<file path="src/rtl/barrier_alloc_ctrl.sv">
// rtl/barrier_alloc_ctrl.sv - barrier allocator: picks a free barrier and programs its masks over the bus
// Optional BARR_ALLOC_CLR_ON_FREE_EN: a freed barrier is cleared over the bus before it is released.
module barrier_alloc_ctrl #(
  parameter int          NB_CORES  = 8,
  parameter int          NB_BARR   = 8,
  parameter logic [31:0] BASE_ADDR = 32'h0000_0000,
  localparam int         IDW       = (NB_BARR > 1) ? $clog2(NB_BARR) : 1
) (
  input  logic                clk_i,
  input  logic                rst_i,
  input  logic                alloc_req_i,
  input  logic [NB_CORES-1:0] alloc_trig_mask_i,
  input  logic [NB_CORES-1:0] alloc_tgt_mask_i,
  output logic                alloc_gnt_o,
  output logic                alloc_done_o,
  output logic                alloc_fail_o,
  output logic [IDW-1:0]      alloc_id_o,
  input  logic                free_req_i,
  input  logic [IDW-1:0]      free_id_i,
  output logic                free_gnt_o,
  output logic [NB_BARR-1:0]  busy_o,
  output logic                bus_req_o,
  output logic [31:0]         bus_add_o,
  output logic                bus_wen_o,
  output logic [31:0]         bus_wdata_o,
  output logic [3:0]          bus_be_o,
  input  logic                bus_gnt_i,
  input  logic                bus_r_valid_i
);

  typedef enum logic [2:0] {
    IDLE,
    WR_TGT,
    WR_TRIG,
`ifdef BARR_ALLOC_CLR_ON_FREE_EN
    CLR_TGT,
    CLR_TRIG,
`endif
    DONE
  } state_t;

  localparam logic [31:0] TGT_OFS  = 32'h0000_000C;
  localparam logic [31:0] TRIG_OFS = 32'h0000_0000;

  state_t              state_q;
  logic [NB_BARR-1:0]  busy_q;
  logic [IDW-1:0]      cur_id_q;
  logic [NB_CORES-1:0] trig_q;
  logic                free_found;
  logic [IDW-1:0]      free_idx;
  logic                free_id_ok;
  logic                unused_r_valid;

  assign unused_r_valid = bus_r_valid_i;
  assign busy_o         = busy_q;
  assign free_id_ok     = (int'(free_id_i) < NB_BARR);

  // Grants are combinational so a held request is acknowledged in the cycle it is taken.
  assign free_gnt_o  = !rst_i && (state_q == IDLE) && free_req_i;
  assign alloc_gnt_o = !rst_i && (state_q == IDLE) && alloc_req_i && !free_req_i;

  function automatic logic [31:0] barr_addr(input logic [IDW-1:0] id, input logic [31:0] ofs);
    return BASE_ADDR + (32'(id) << 5) + ofs;
  endfunction

  // Scan downward so the lowest-index free barrier wins.
  always_comb begin
    free_found = 1'b0;
    free_idx   = '0;
    for (int i = NB_BARR - 1; i >= 0; i--) begin
      if (!busy_q[i]) begin
        free_found = 1'b1;
        free_idx   = IDW'(i);
      end
    end
  end

  always_ff @(posedge clk_i or posedge rst_i) begin
    if (rst_i) begin
      state_q      <= IDLE;
      busy_q       <= '0;
      cur_id_q     <= '0;
      trig_q       <= '0;
      alloc_done_o <= 1'b0;
      alloc_fail_o <= 1'b0;
      alloc_id_o   <= '0;
      bus_req_o    <= 1'b0;
      bus_add_o    <= '0;
      bus_wen_o    <= 1'b1;
      bus_wdata_o  <= '0;
      bus_be_o     <= '0;
    end else begin
      alloc_done_o <= 1'b0;
      alloc_fail_o <= 1'b0;
      case (state_q)
        IDLE: begin
          if (free_req_i) begin
            if (free_id_ok) begin
`ifdef BARR_ALLOC_CLR_ON_FREE_EN
              if (busy_q[free_id_i]) begin
                cur_id_q    <= free_id_i;
                bus_req_o   <= 1'b1;
                bus_wen_o   <= 1'b0;
                bus_be_o    <= 4'hF;
                bus_add_o   <= barr_addr(free_id_i, TGT_OFS);
                bus_wdata_o <= '0;
                state_q     <= CLR_TGT;
              end
`else
              busy_q[free_id_i] <= 1'b0;
`endif
            end
          end else if (alloc_req_i) begin
            if (free_found && (alloc_trig_mask_i != '0)) begin
              busy_q[free_idx] <= 1'b1;
              cur_id_q         <= free_idx;
              trig_q           <= alloc_trig_mask_i;
              bus_req_o        <= 1'b1;
              bus_wen_o        <= 1'b0;
              bus_be_o         <= 4'hF;
              bus_add_o        <= barr_addr(free_idx, TGT_OFS);
              bus_wdata_o      <= 32'(alloc_tgt_mask_i);
              state_q          <= WR_TGT;
            end else begin
              alloc_fail_o <= 1'b1;
            end
          end
        end
        WR_TGT: begin
          if (bus_gnt_i) begin
            bus_add_o   <= barr_addr(cur_id_q, TRIG_OFS);
            bus_wdata_o <= 32'(trig_q);
            state_q     <= WR_TRIG;
          end
        end
        WR_TRIG: begin
          if (bus_gnt_i) begin
            bus_req_o    <= 1'b0;
            bus_wen_o    <= 1'b1;
            bus_be_o     <= '0;
            bus_add_o    <= '0;
            bus_wdata_o  <= '0;
            alloc_done_o <= 1'b1;
            alloc_id_o   <= cur_id_q;
            state_q      <= DONE;
          end
        end
`ifdef BARR_ALLOC_CLR_ON_FREE_EN
        CLR_TGT: begin
          if (bus_gnt_i) begin
            bus_add_o <= barr_addr(cur_id_q, TRIG_OFS);
            state_q   <= CLR_TRIG;
          end
        end
        CLR_TRIG: begin
          if (bus_gnt_i) begin
            bus_req_o        <= 1'b0;
            bus_wen_o        <= 1'b1;
            bus_be_o         <= '0;
            bus_add_o        <= '0;
            busy_q[cur_id_q] <= 1'b0;
            state_q          <= IDLE;
          end
        end
`endif
        DONE:    state_q <= IDLE;
        default: state_q <= IDLE;
      endcase
    end
  end

endmodule

</file>
<file path="config.mk">
export PLATFORM = sky130hd
export DESIGN_NAME = barrier_alloc_ctrl
export DESIGN_NICKNAME = d
export VERILOG_FILES = /design/src/rtl/barrier_alloc_ctrl.sv
export SDC_FILE = /design/constraint.sdc
export NUM_CORES = 1
export LEC_CHECK = 0
export CAP_MARGIN = 15
export CORE_ASPECT_RATIO = 1.4
export CORE_MARGIN = 2
export CORE_UTILIZATION = 46
export CTS_CLUSTER_SIZE = 10
export DETAILED_ROUTE_END_ITERATION = 10
export PLACE_DENSITY_LB_ADDON = 0.15
export SKIP_CTS_REPAIR_TIMING = 1
export SYNTH_ARGS = -nofsm -noshare
export SYNTH_HDL_FRONTEND = slang
export SYNTH_SLANG_ARGS = --single-unit
</file>
<file path="constraint.sdc">
create_clock -name clk_i -period 4.55 [get_ports clk_i]
set_input_delay 0.91 -clock clk_i [delete_from_list [all_inputs] [get_ports clk_i]]
set_output_delay 0.91 -clock clk_i [all_outputs]
set_load 0.02 [all_outputs]
</file>
==> out/metrics.yaml, run 1 <==
chipWidth_um: 66.4
grt_antenna_before_repair: 0
n_antenna_cell: 0
avgSynthCellArea_um2: 10.4
p_seq_frac: 0.314
grt_max_degree: 25
crit_path_start: "free_req_i"
period_minus_slack_ns: 3.35
p_leak_nw: 1.36
vias: 1726
clock_sinks: 40
path_class: "primary input to output port"
slew-limit-headroom: 0.399
area.growth.synth_to_final_pct: 19.5
grt_pass1_vias: 1690
finalWirelength_mm: 4.94
die_h_um: 91.4
cts_root_buf: "clkbuf_8"
grt_first_pass_wirelength_mm: 8.19
synth_area_um2: 2510
die-area_um2: 6070
clkPwrFrac: 0.143
crit_path_start_kind: "primary input"
grt_overflow: 0
maxSlewViolCount: 0
fin_skew_ns: 0.0115
comb_power_share: 0.543
rows: 31
cap_violations: 0
r2r-end: "trig_q[0]"
clock_latency_ns: 0.30
io_pins: 110
async_flop_share: 1.00
holdPathStages: 2
setup_violations: 0
tns_ns: 0
cts_buffers: 5
hp-class: "flop to flop"
fin_area_um2: 3000
cts_tree: "done"
yosysWarnings: 0
vdd_drop_max_uv: 394
status: "finished clean"
syn_inst: 241
yosys.area.top_type_share: 0.389
drc: 0
ant_nets: 0
tightest_slew_ns: 0.901
synth_edf_count: 0
r2r_slack_ns: 2.03
yosys_most_used_dff: "dfrtp_1"
clkTransAtPathRegs_ns: 0.07
synthDistinctLibCells: 46
yosys.area.top_type: "dfrtp_1"
grtUsageTotal: 0.176
first_iter_violations: 36
drt_pre_antenna_iters: 4
core_area_um2: 5200
synth_seq_cells: 40
r2r-start: "state_q[0]"
max_freq_ghz: 0.299
layout-drive-gt1-share: 0.149
rsz0062_at_grt: "no"
r2r_cells: 5
switching_share: 0.406
wl_per_cell_um: 13.7
gp_congestion: 0.798
endpoint_kind: "output port"
synth.area.top_cells: "dfrtp_1, buf_4, mux2_2"
hpwl_mm: 3.70
crit_end: "alloc_gnt_o"
port_buffers: 57
drt-vias-per-instance: 4.78
crit_fanout: 4
power_switching_mw: 0.824
required_ns: 3.64
clockBufferDepth: 2
cp.arrival_ns: 2.44
dpl_cell_area_um2: 2880
intPower_mw: 1.21
start_util: 0.482
min_period_over_period: 0.735
cts_max_level: 2
yosysSeqAreaShare: 0.400
final_hold_viol_count: 0
fin_nets: 323
power_density_nw_per_um2: 677
-- cells by family after synthesis --
| kind of cell | share of synthesized area |
|---|---|
| buf+inv | 0.218 |
| simple gates | 0.112 |
| compound gates | 0.126 |
| flops | 0.400 |
| mux | 0.123 |
| fa+ha+maj | 0.0200 |
| other cells | 0.00150 |
-- layout make-up --
type                            instances  area, um2
Sequential cell                        40       1000
Clock inverter                          3       42.5
Timing Repair Buffer                   59        586
Tap cell                               66       82.6
Inverter                               18       67.6
Multi-Input combinational cell        170       1150
Clock buffer                            5       68.8
Fill cell                             487       2200
-- sequential cells by signal (all words and copies together) (netlist names) --
register      count
bus_wdata_o       8
busy_o            8
trig_q            8
bus_add_o         4
alloc_id_o        3
cur_id_q          3
state_q           2
alloc_done_o      1
alloc_fail_o      1
bus_be_o          1
bus_wen_o         1
-- cell usage in the layout, fill, tap and decap left out, drive strengths merged, types with 2 or more instances in the layout --
master / instances
nor2b: 2
clkbuf: 5
nand2: 10
buf: 2
nand2b: 4
a22o: 2
nor3: 4
clkdlybuf4s50: 57
mux2i: 2
o31ai: 2
dfrtp: 39
nor4: 2
ha: 4
nand4: 3
and4: 2
inv: 18
conb: 51
a21oi: 6
nand3: 11
mux2: 23
o21ai: 19
a31oi: 2
nor2: 7
-- per-layer routing --
metal / vias to the layer above / wire [um] / GRT usage
met4: 0 / 63 / 0.0578
met2: 73 / 2580 / 0.292
met3: 5 / 324 / 0.0471
met5: - / 0 / 0
li1: 827 / - / -
met1: 821 / 1980 / 0.220
-- critical path, stage by stage --
cell and delay, ns:
clkdlybuf4s50_1 0.45, nand3b_1 0.30, nor2_1 0.16, clkdlybuf4s50_1 0.61
-- synth_stat cells (2+ instances only) --
master	count
buf_4	56
dfrtp_1	39
inv_1	18
o21ai_0	18
mux2_2	15
nand3_1	11
nand2_1	10
mux2_4	8
nor2_1	7
a21oi_1	5
ha_1	4
nand2b_1	4
nor3_1	4
a31oi_1	2
and4_4	2
buf_6	2
clkbuf_1	2
mux2i_1	2
nand4_1	2
nor2b_1	2
nor4_4	2
o31ai_1	2
-- how the worst min path moves through the flow --
stage,endpoint,slack (ns),from
3_3_place_gp,alloc_id_o[2],0.47,alloc_id_o[2]
6_report,alloc_id_o[2],0.48,alloc_id_o[2]
4_1_cts,alloc_id_o[2],0.49,alloc_id_o[2]
3_5_place_dp,alloc_id_o[2],0.47,alloc_id_o[2]
2_1_floorplan,trig_q[3],0.48,trig_q[3]
5_1_grt,bus_add_o[6],0.53,bus_add_o[6]
-- through the flow --
stage / cells / hold WS (ns) / util / power, mW / worst slack (ns)
global route: 361 / 0.525 / 0.576 / 2.18 / 1.08
global placement: 353 / 0.465 / 0.555 / 1.73 / 1.20
finish: 361 / 0.482 / 0.576 / 2.03 / 1.20
CTS: 361 / 0.492 / 0.576 / 2.05 / 1.18
detailed placement: 353 / 0.474 / 0.555 / 1.75 / 1.18
floorplan: 291 / 0.480 / - / 1.47 / 2.16
-- power groups by stage --
stage	Sequential [mW]	Combinational (mW)	Clock, mW
floorplan	0.728	0.739	0
global placement	0.638	1.09	0
detailed placement	0.643	1.11	0
CTS	0.636	1.12	0.298
global route	0.661	1.20	0.313
finish	0.636	1.10	0.291
No activity file was read; power rests on OpenSTA's default activity.
==> inputs of run 2 (changes only) <==
Settings changed: CORE_UTILIZATION 46 to 42.
Clock period 4.55 ns to 3.3 ns, I/O delays scaled along.
==> out/metrics.yaml, run 2 (synthesized netlist as in run 1, its figures left out) <==
io_pins: 110
path_cells: "inv_1, ha_1, nand3b_1, nor2_1, clkdlybuf4s50_1"
use_met2: 0.302
cts_root_buf: "clkbuf_8"
layout-drive-gt1-share: 0.152
cts_tree: "done"
cts_max_level: 2
vias: 1732
place_inst: 358
grtUsageMet1: 0.184
crit_path_start_kind: "flop"
tns_ns: 0
power_mw: 2.80
clockBufferDepth: 2
die-area_um2: 6610
max_freq_ghz: 0.358
start_util: 0.431
maxSlewViolCount: 0
cap_violations: 0
layout_commonest_cell: "clkdlybuf4s50_1"
fin_area_um2: 3010
finalWirelength_mm: 5.01
drc: 0
period_minus_slack_ns: 2.80
area.growth.synth_to_final_pct: 20.0
crit_buf_inv: 2
drt-vias-per-instance: 4.73
required_ns: 2.64
grt_max_degree: 41
chipWidth_um: 69.3
ant_nets: 0
rows: 33
port_buffers: 57
first_iter_violations: 68
fin_skew_ns: 0.00968
path_class: "flop to output port"
power_density_nw_per_um2: 932
die_h_um: 95.4
cp_slowest_cell: "clkdlybuf4s50_1"
grtUsageMet3: 0.0338
layout_common_cells: "clkdlybuf4s50_1, conb_1, dfrtp_1, inv_1, o21ai_0"
rsz0062_at_grt: "no"
grt_first_pass_wirelength_mm: 8.41
fin_nets: 324
clock_sinks: 40
endpoint_kind: "output port"
vdd_drop_max_uv: 415
critical_path.top_delay_family: "buffers and inverters"
setup_violations: 0
status: "finished clean"
slew-limit-headroom: 0.536
grtUsageTotal: 0.163
clock_latency_ns: 0.30
wl_per_cell_um: 13.7
timing.hold.ws_ns: 0.484
timing.final.ws_setup_ns: 0.504
crit_fanout: 10
cp.arrival_ns: 2.14
gp_congestion: 0.779
top_usage_layer: "met2"
grt_antenna_before_repair: 0
place_ws_ns: 0.596
grt_overflow: 0
core_area_um2: 5820
crit_path_max_incr_delay_ns: 0.60
tightest_slew_ns: 0.696
final_hold_viol_count: 0
clkTransAtPathRegs_ns: 0.08
min_period_over_period: 0.847
grt_pass1_vias: 1737
drt_pre_antenna_iters: 4
dpl_cell_area_um2: 2900
hp-class: "flop to flop"
fin_util: 0.517
cts_buffers: 5
instances_no_fill: 366
hpwl_mm: 3.65
n_antenna_cell: 0
p_leak_nw: 1.36
==> run 2: worst register-to-register path, delay by kind of cell, from the launching register on <==
kind	cells	cell delay [ns]
AOI/OAI and AO/OA	2	0.81
muxes	1	0.40
adders and majority gates	1	0.47
buffers and inverters	1	0.10
DFF	1	0.42
and+or+nand+nor	1	0.10
==> run 2: metal layers <==
| layer | share of wire | vias to the layer above |
|---|---|---|
| met1 | 0.40 | 824 |
| li1 | - | 836 |
| met3 | 0.050 | 6 |
| met2 | 0.53 | 66 |
| met4 | 0.014 | 0 |
| met5 | 0 | - |
==> run 2: power by group <==
group,switching [mW],leakage (nW),internal (mW)
Clock,0.184,0.0541,0.224
Combinational,0.790,0.814,0.731
Sequential,0.164,0.495,0.711
==> run 2: final timing paths <==
kind	from	to	slack (ns)	cells after the start
worst max-delay path	state_q[0]	alloc_gnt_o	0.50	5
worst min-delay path	alloc_id_o[2]	alloc_id_o[2]	0.48	2
worst max register to register	state_q[1]	bus_wdata_o[6]	0.89	6
worst min register to register	alloc_id_o[2]	alloc_id_o[2]	0.48	2
max in group asynchronous	rst_i	bus_wen_o	2.07	3
min in group asynchronous	rst_i	bus_add_o[5]	0.85	3
==> run 2: final cells by class <==
class	instances	area (um2)
fillers	536	2810
repair buffers	60	593
inverters	18	67.6
clock buffers	5	68.8
well taps	70	87.6
multi-input cells	170	1150
flip-flops and latches	40	1000
clock inverters	3	42.5
